==> config.mk <==
export PLATFORM = sky130hd
export DESIGN_NAME = rpn_stack_ctrl
export DESIGN_NICKNAME = d
export VERILOG_FILES = /design/src/rtl/rpn_stack_ctrl.sv
export SDC_FILE = /design/constraint.sdc
export NUM_CORES = 1
export LEC_CHECK = 0
export ABC_AREA = 1
export CORE_UTILIZATION = 35
export CTS_CLUSTER_SIZE = 16
export DETAILED_ROUTE_END_ITERATION = 16
export SKIP_LAST_GASP = 1
export SLEW_MARGIN = 20
export SYNTH_ARGS = -nofsm -noshare
export SYNTH_HDL_FRONTEND = slang
export SYNTH_SLANG_ARGS = --single-unit
==> constraint.sdc <==
create_clock -name CLOCK_50 -period 7.3 [get_ports CLOCK_50]
set_clock_uncertainty 0.1 [all_clocks]
set_input_delay 1.825 -clock CLOCK_50 [delete_from_list [all_inputs] [get_ports CLOCK_50]]
set_output_delay 1.825 -clock CLOCK_50 [all_outputs]
set_load 0.05 [all_outputs]
==> src/rtl/rpn_stack_ctrl.sv <==
// RPN calculator stack controller: owns the stack pointer, sequences PUSH/POP/ALU
// commands through a 1R1W synchronous stack RAM and caches top-of-stack for display.
module rpn_stack_ctrl #(
  parameter int WIDTH = 8,
  parameter int AW    = 8
) (
  input  logic             CLOCK_50,
  input  logic             reset,
  input  logic             cmd_valid,
  input  logic [2:0]       cmd_op,
  input  logic [WIDTH-1:0] cmd_data,
  output logic             cmd_ready,
  output logic             done,
  output logic [AW-1:0]    ram_rdaddr,
  output logic [AW-1:0]    ram_wraddr,
  output logic             ram_wren,
  output logic [WIDTH-1:0] ram_wdata,
  input  logic [WIDTH-1:0] ram_rdata,
  output logic [WIDTH-1:0] tos,
  output logic [AW:0]      depth,
  output logic             empty,
  output logic             full,
  output logic             err_unf,
  output logic             err_ovf
);

  typedef enum logic [2:0] {
    OP_PUSH = 3'b000, OP_POP = 3'b001, OP_ADD = 3'b010, OP_SUB = 3'b011,
    OP_MUL  = 3'b100, OP_AND = 3'b101, OP_OR  = 3'b110, OP_CLR = 3'b111
  } op_e;

  typedef struct packed {
    op_e              op;
    logic [WIDTH-1:0] data;
  } cmd_t;

  typedef enum logic [1:0] {S_IDLE, S_RD, S_EXEC, S_RET} state_e;

  localparam logic [AW:0] DEPTH = {1'b1, {AW{1'b0}}};
  localparam logic [AW:0] ONE   = (AW+1)'(1);
  localparam logic [AW:0] TWO   = (AW+1)'(2);

  state_e           state;
  cmd_t             cmd_q;
  logic             ok_q;
  logic             accept;
  logic             push_ok, pop_ok, bin_ok;
  logic [AW-1:0]    dm1, dm2, dp;
  logic [WIDTH-1:0] alu_r;

  assign accept  = cmd_valid & cmd_ready;
  assign push_ok = (depth != DEPTH);
  assign pop_ok  = (depth != '0);
  assign bin_ok  = (depth >= TWO);
  assign dm1     = AW'(depth - ONE);
  assign dm2     = AW'(depth - TWO);
  assign dp      = AW'(depth);
  assign empty   = (depth == '0);
  assign full    = (depth == DEPTH);

  // a = entry below top (arriving from RAM), b = cached top
  always_comb begin
    alu_r = '0;
    case (cmd_q.op)
      OP_ADD:  alu_r = ram_rdata + tos;
      OP_SUB:  alu_r = ram_rdata - tos;
      OP_MUL:  alu_r = ram_rdata * tos;
      OP_AND:  alu_r = ram_rdata & tos;
      OP_OR:   alu_r = ram_rdata | tos;
      default: alu_r = '0;
    endcase
  end

  // ALU result only exists while RAM read data is live, so write data is combinational
  assign ram_wdata = !ram_wren ? '0 :
                     (cmd_q.op == OP_PUSH) ? cmd_q.data : alu_r;

  always_ff @(posedge CLOCK_50) begin
    if (reset) begin
      state      <= S_IDLE;
      cmd_q      <= '{op: OP_PUSH, data: '0};
      ok_q       <= 1'b0;
      cmd_ready  <= 1'b1;
      done       <= 1'b0;
      ram_wren   <= 1'b0;
      ram_rdaddr <= '0;
      ram_wraddr <= '0;
      depth      <= '0;
      tos        <= '0;
      err_unf    <= 1'b0;
      err_ovf    <= 1'b0;
    end else begin
      done     <= 1'b0;
      ram_wren <= 1'b0;
      case (state)
        S_IDLE, S_RET: begin
          if (accept) begin
            cmd_q     <= '{op: op_e'(cmd_op), data: cmd_data};
            cmd_ready <= 1'b0;
            case (op_e'(cmd_op))
              OP_PUSH: begin
                state <= S_EXEC;
                ok_q  <= push_ok;
                if (push_ok) begin
                  ram_wren   <= 1'b1;
                  ram_wraddr <= dp;
                  // park the read port off the write address
                  ram_rdaddr <= pop_ok ? dm1 : AW'(1);
                end else begin
                  err_ovf <= 1'b1;
                end
              end
              OP_POP: begin
                ok_q <= pop_ok;
                if (pop_ok) begin
                  state      <= S_RD;
                  ram_rdaddr <= bin_ok ? dm2 : '0;
                end else begin
                  state   <= S_EXEC;
                  err_unf <= 1'b1;
                end
              end
              OP_CLR: begin
                state <= S_EXEC;
                ok_q  <= 1'b1;
              end
              default: begin
                ok_q <= bin_ok;
                if (bin_ok) begin
                  state      <= S_RD;
                  ram_rdaddr <= dm2;
                  ram_wraddr <= dm2;
                end else begin
                  state   <= S_EXEC;
                  err_unf <= 1'b1;
                end
              end
            endcase
          end else begin
            state <= S_IDLE;
          end
        end

        S_RD: begin
          state <= S_EXEC;
          if (cmd_q.op != OP_POP) begin
            ram_wren   <= 1'b1;
            ram_rdaddr <= dm1;
          end
        end

        S_EXEC: begin
          state     <= S_RET;
          done      <= 1'b1;
          cmd_ready <= 1'b1;
          if (ok_q) begin
            case (cmd_q.op)
              OP_PUSH: begin
                tos   <= cmd_q.data;
                depth <= depth + ONE;
              end
              OP_POP: begin
                tos   <= (depth == ONE) ? '0 : ram_rdata;
                depth <= depth - ONE;
              end
              OP_CLR: begin
                tos     <= '0;
                depth   <= '0;
                err_unf <= 1'b0;
                err_ovf <= 1'b0;
              end
              default: begin
                tos   <= alu_r;
                depth <= depth - ONE;
              end
            endcase
          end
        end

        default: state <= S_IDLE;
      endcase
    end
  end

endmodule

==> metrics.md <==
| Metric | Value |
|---|---|
| Status | finished clean |
| Sequential area share after synthesis | 0.217 |
| Slew headroom | 0.423 |
| R2R depth | 22 |
| DP HPWL | 10500 um |
| Post-Syn Area | 0.00479 sq mm |
| Wire per inst | 14.0 um |
| Setup-failing EPs final | 0 |
| Post-route cell area | 0.00600 sq mm |
| TritonCTS Buffers | 5 |
| Crit path capture type | output port |
| Register Area | 0.00104 sq mm |
| Crit-path max FO | 4 |
| # Max-Cap Violations | 0 |
| H-tree depth | 2 |
| Worst skew pair latency | 0.30 ns |
| Initial antenna violation count | 0 |
| Final min period | 7.24 ns |
| Share of cells above drive strength 1 | 0.124 |
| Routed via count | 4862 |
| Kind of critical path | in2out |
| Endpoints failing hold | 0 |
| Vias per inst | 4.92 |
| Largest net degree at the start of global routing | 31 |
| CTS root buffer | clkbuf_16 |
| Worst Path Arrival | 5.31 ns |
| All-Layer GR Usage | 0.203 |
| Synth unique cells | 48 |
| Filler cells | 1406 |
| Die ar. | 0.0142 sq mm |
| Cell Pwr Density | 262 mW/mm^2 |
| Die height | 119 um |
| Ys async rst share | 0 |
| PortBufs | 69 |
| Commonest non-fill, non-tap cell in the layout | nand2_1 |
| Global route overflow | 0 |
| EDFF count, synth | 0 |
| Most frequent cells in the layout | 153 x nand2_1, 125 x inv_1, 61 x nor2_1 |
| Num Clock Sinks | 52 |
| Final-stage net count | 881 |
| TritonCTS clock tree | built |
| RePlAce Congestion | 0.876 |
| Vias in the first global route | 4834 |
| Post-synthesis net count | 810 |
| DP Worst Slack | -0.683 ns |
| Global-route wire length before repair | 23200 um |
| Mean Syn Cell Area | 6.47 sq um |
| #FFs+latches synth | 52 |
| DR DRC count | 0 |
| Worst EP required | 5.38 ns |
| Die X | 119 um |
| Post-route setup slack | 0.0645 ns |
| Clock-pin slew of the registers on the worst-case setup and hold paths | 0.07 ns |
| Yosys warnings | 0 |
| Pleak | 2.88 nW |
| Worst hold path type | reg2reg |
| Worst-Margin Slew | 0.865 ns |
| DRT iter0 DRCs | 190 |
| Smallest hold slack | 0.350 ns |
| CTS Buffer Depth | 2 |
| Placed cell area | 0.00573 sq mm |
| Most common flop cell mapped by yosys | dfxtp_1 |
| Footprint of the multi-input gates | 0.00318 sq mm |
| Fmax | 138 MHz |
| Antenna-violating nets left | 0 |
| Hold Path Stages | 2 |
| Post-Syn Instances | 740 |
| Core Area | 0.0133 sq mm |
| Antenna diode count | 0 |
| Starting Density | 0.360 |
| Final Cycle Share | 0.991 |
| Layout area overhead | 25.3% |
| RSZ-0062 raised after global routing | true |
| Row count | 42 |
| DRT Wirelength | 13800 um |
| Max Transition Viols Final | 0 |
| Ports | 70 |
| Max rail drop VDD | 0.265 mV |
| Drt first pass iters | 4 |
| Startpoint Class | input pin |
==> kinds of logic after synthesis <==
group           after synthesis  synth area share
xor+xnor                     18            0.0329
fa+ha+maj                    48             0.146
flops                        52             0.217
simple gates                293             0.262
buf+inv                     169             0.142
compound gates              160             0.201
==> worst max-delay path: stages <==
cell and delay (ns):
buf_2 0.14, nand2_2 0.08, fa_2 0.37, fa_1 0.51, inv_2 0.05, fa_1 0.49
inv_1 0.05, fa_1 0.50, inv_2 0.05, ha_4 0.24, nand2_2 0.06, nand3_1 0.07
nand2_1 0.06, nand2_1 0.06, nand2_1 0.06, inv_1 0.04, nor2_2 0.10, inv_1 0.04
nand2_1 0.07, nand3_2 0.09, nand2_2 0.09, o21ai_2 0.05, inv_2 0.08, buf_12 0.13
==> sequential cells by signal, summed over array words and instances, names as in the netlist <==
name	cells
cmd_q	11
cmd_ready	1
depth	9
done	1
err_ovf	1
err_unf	1
ok_q	1
ram_rdaddr	8
ram_wraddr	8
ram_wren	1
state	2
tos	8
==> report_power, final <==
part | switching [W] | internal, W | total [W]
clock network | 0.000106 | 0.000137 | 0.000243
registers | 0.0000500 | 0.000350 | 0.000400
logic | 0.000619 | 0.000312 | 0.000931
total | 0.000775 | 0.000799 | 0.00157
==> synthesized netlist by cell type, types with 3 or more instances <==
cell type  instances  area, sq um
a31oi_1           12         75.1
nand3_1           44          220
xor2_1            14          123
nor2_1            62          233
a21oi_2            4         35.0
dfxtp_1           52         1040
nand3b_1           3         22.5
nand2_2            5         31.3
inv_1            133          499
inv_2              5         18.8
o21ai_0           61          305
nand4_1            5         31.3
clkbuf_1          16         60.1
o31ai_1            3         22.5
a21oi_1           49          245
or2_2              3         18.8
o211ai_1           4         30.0
ha_1              35          438
o21ai_1            4         20.0
a221oi_1           5         43.8
nor3_1             3         15.0
xnor2_1            4         35.0
fa_1              13          260
nor2_4             4         45.0
buf_2              8         40.0
nand2_1          160          601
==> area by class of cell <==
class / count / area share
Inverter: 140 / 0.0876
Multi-Input combinational cell: 519 / 0.529
Sequential cell: 52 / 0.173
Clock inverter: 1 / 0.00125
Tap cell: 176 / 0.0367
Clock buffer: 7 / 0.0238
Timing Repair Buffer: 93 / 0.148
==> metrics by stage <==
| stage | total power (W) | setup TNS, ns | util | cells |
|---|---|---|---|---|
| 5_1_grt | 0.00171 | -0.269 | 0.451 | 988 |
| 4_1_cts | 0.00158 | 0 | 0.447 | 986 |
| 2_1_floorplan | 0.00108 | 0 | - | 740 |
| 3_3_place_gp | 0.00132 | -1.52 | 0.431 | 976 |
| 6_report | 0.00157 | 0 | 0.451 | 988 |
| 3_5_place_dp | 0.00132 | -1.65 | 0.431 | 976 |
==> metal layers <==
layer  wire [um]  share of wire  global-route usage  up-vias
li1            -              -                   -     2515
met2        6710           0.49               0.366      117
met3         516          0.037              0.0235       21
met1        6230           0.45               0.247     2209
met4         368          0.027              0.0688        0
met5           0              0                   0        -
==> path summary, 6_finish.rpt <==
path	from	endpoint	slack, ns
worst max register to register	tos[2]	tos[7]	3.14
worst max-delay path	ram_rdata[2]	ram_wdata[7]	0.06
worst min-delay path	ram_wraddr[4]	ram_wraddr[4]	0.35
worst min register to register	ram_wraddr[4]	ram_wraddr[4]	0.35
==> timing repair <==
action | in CTS | in global routing
endpoints found under the setup margin | 3 | 3
hold buffers | 0 | 0
pin swaps | 10 | 10
resized for setup | 41 | 15
buffers inserted | 2 | 2
endpoints found under the hold margin | 0 | 0
(Power assumes the default switching activity.)
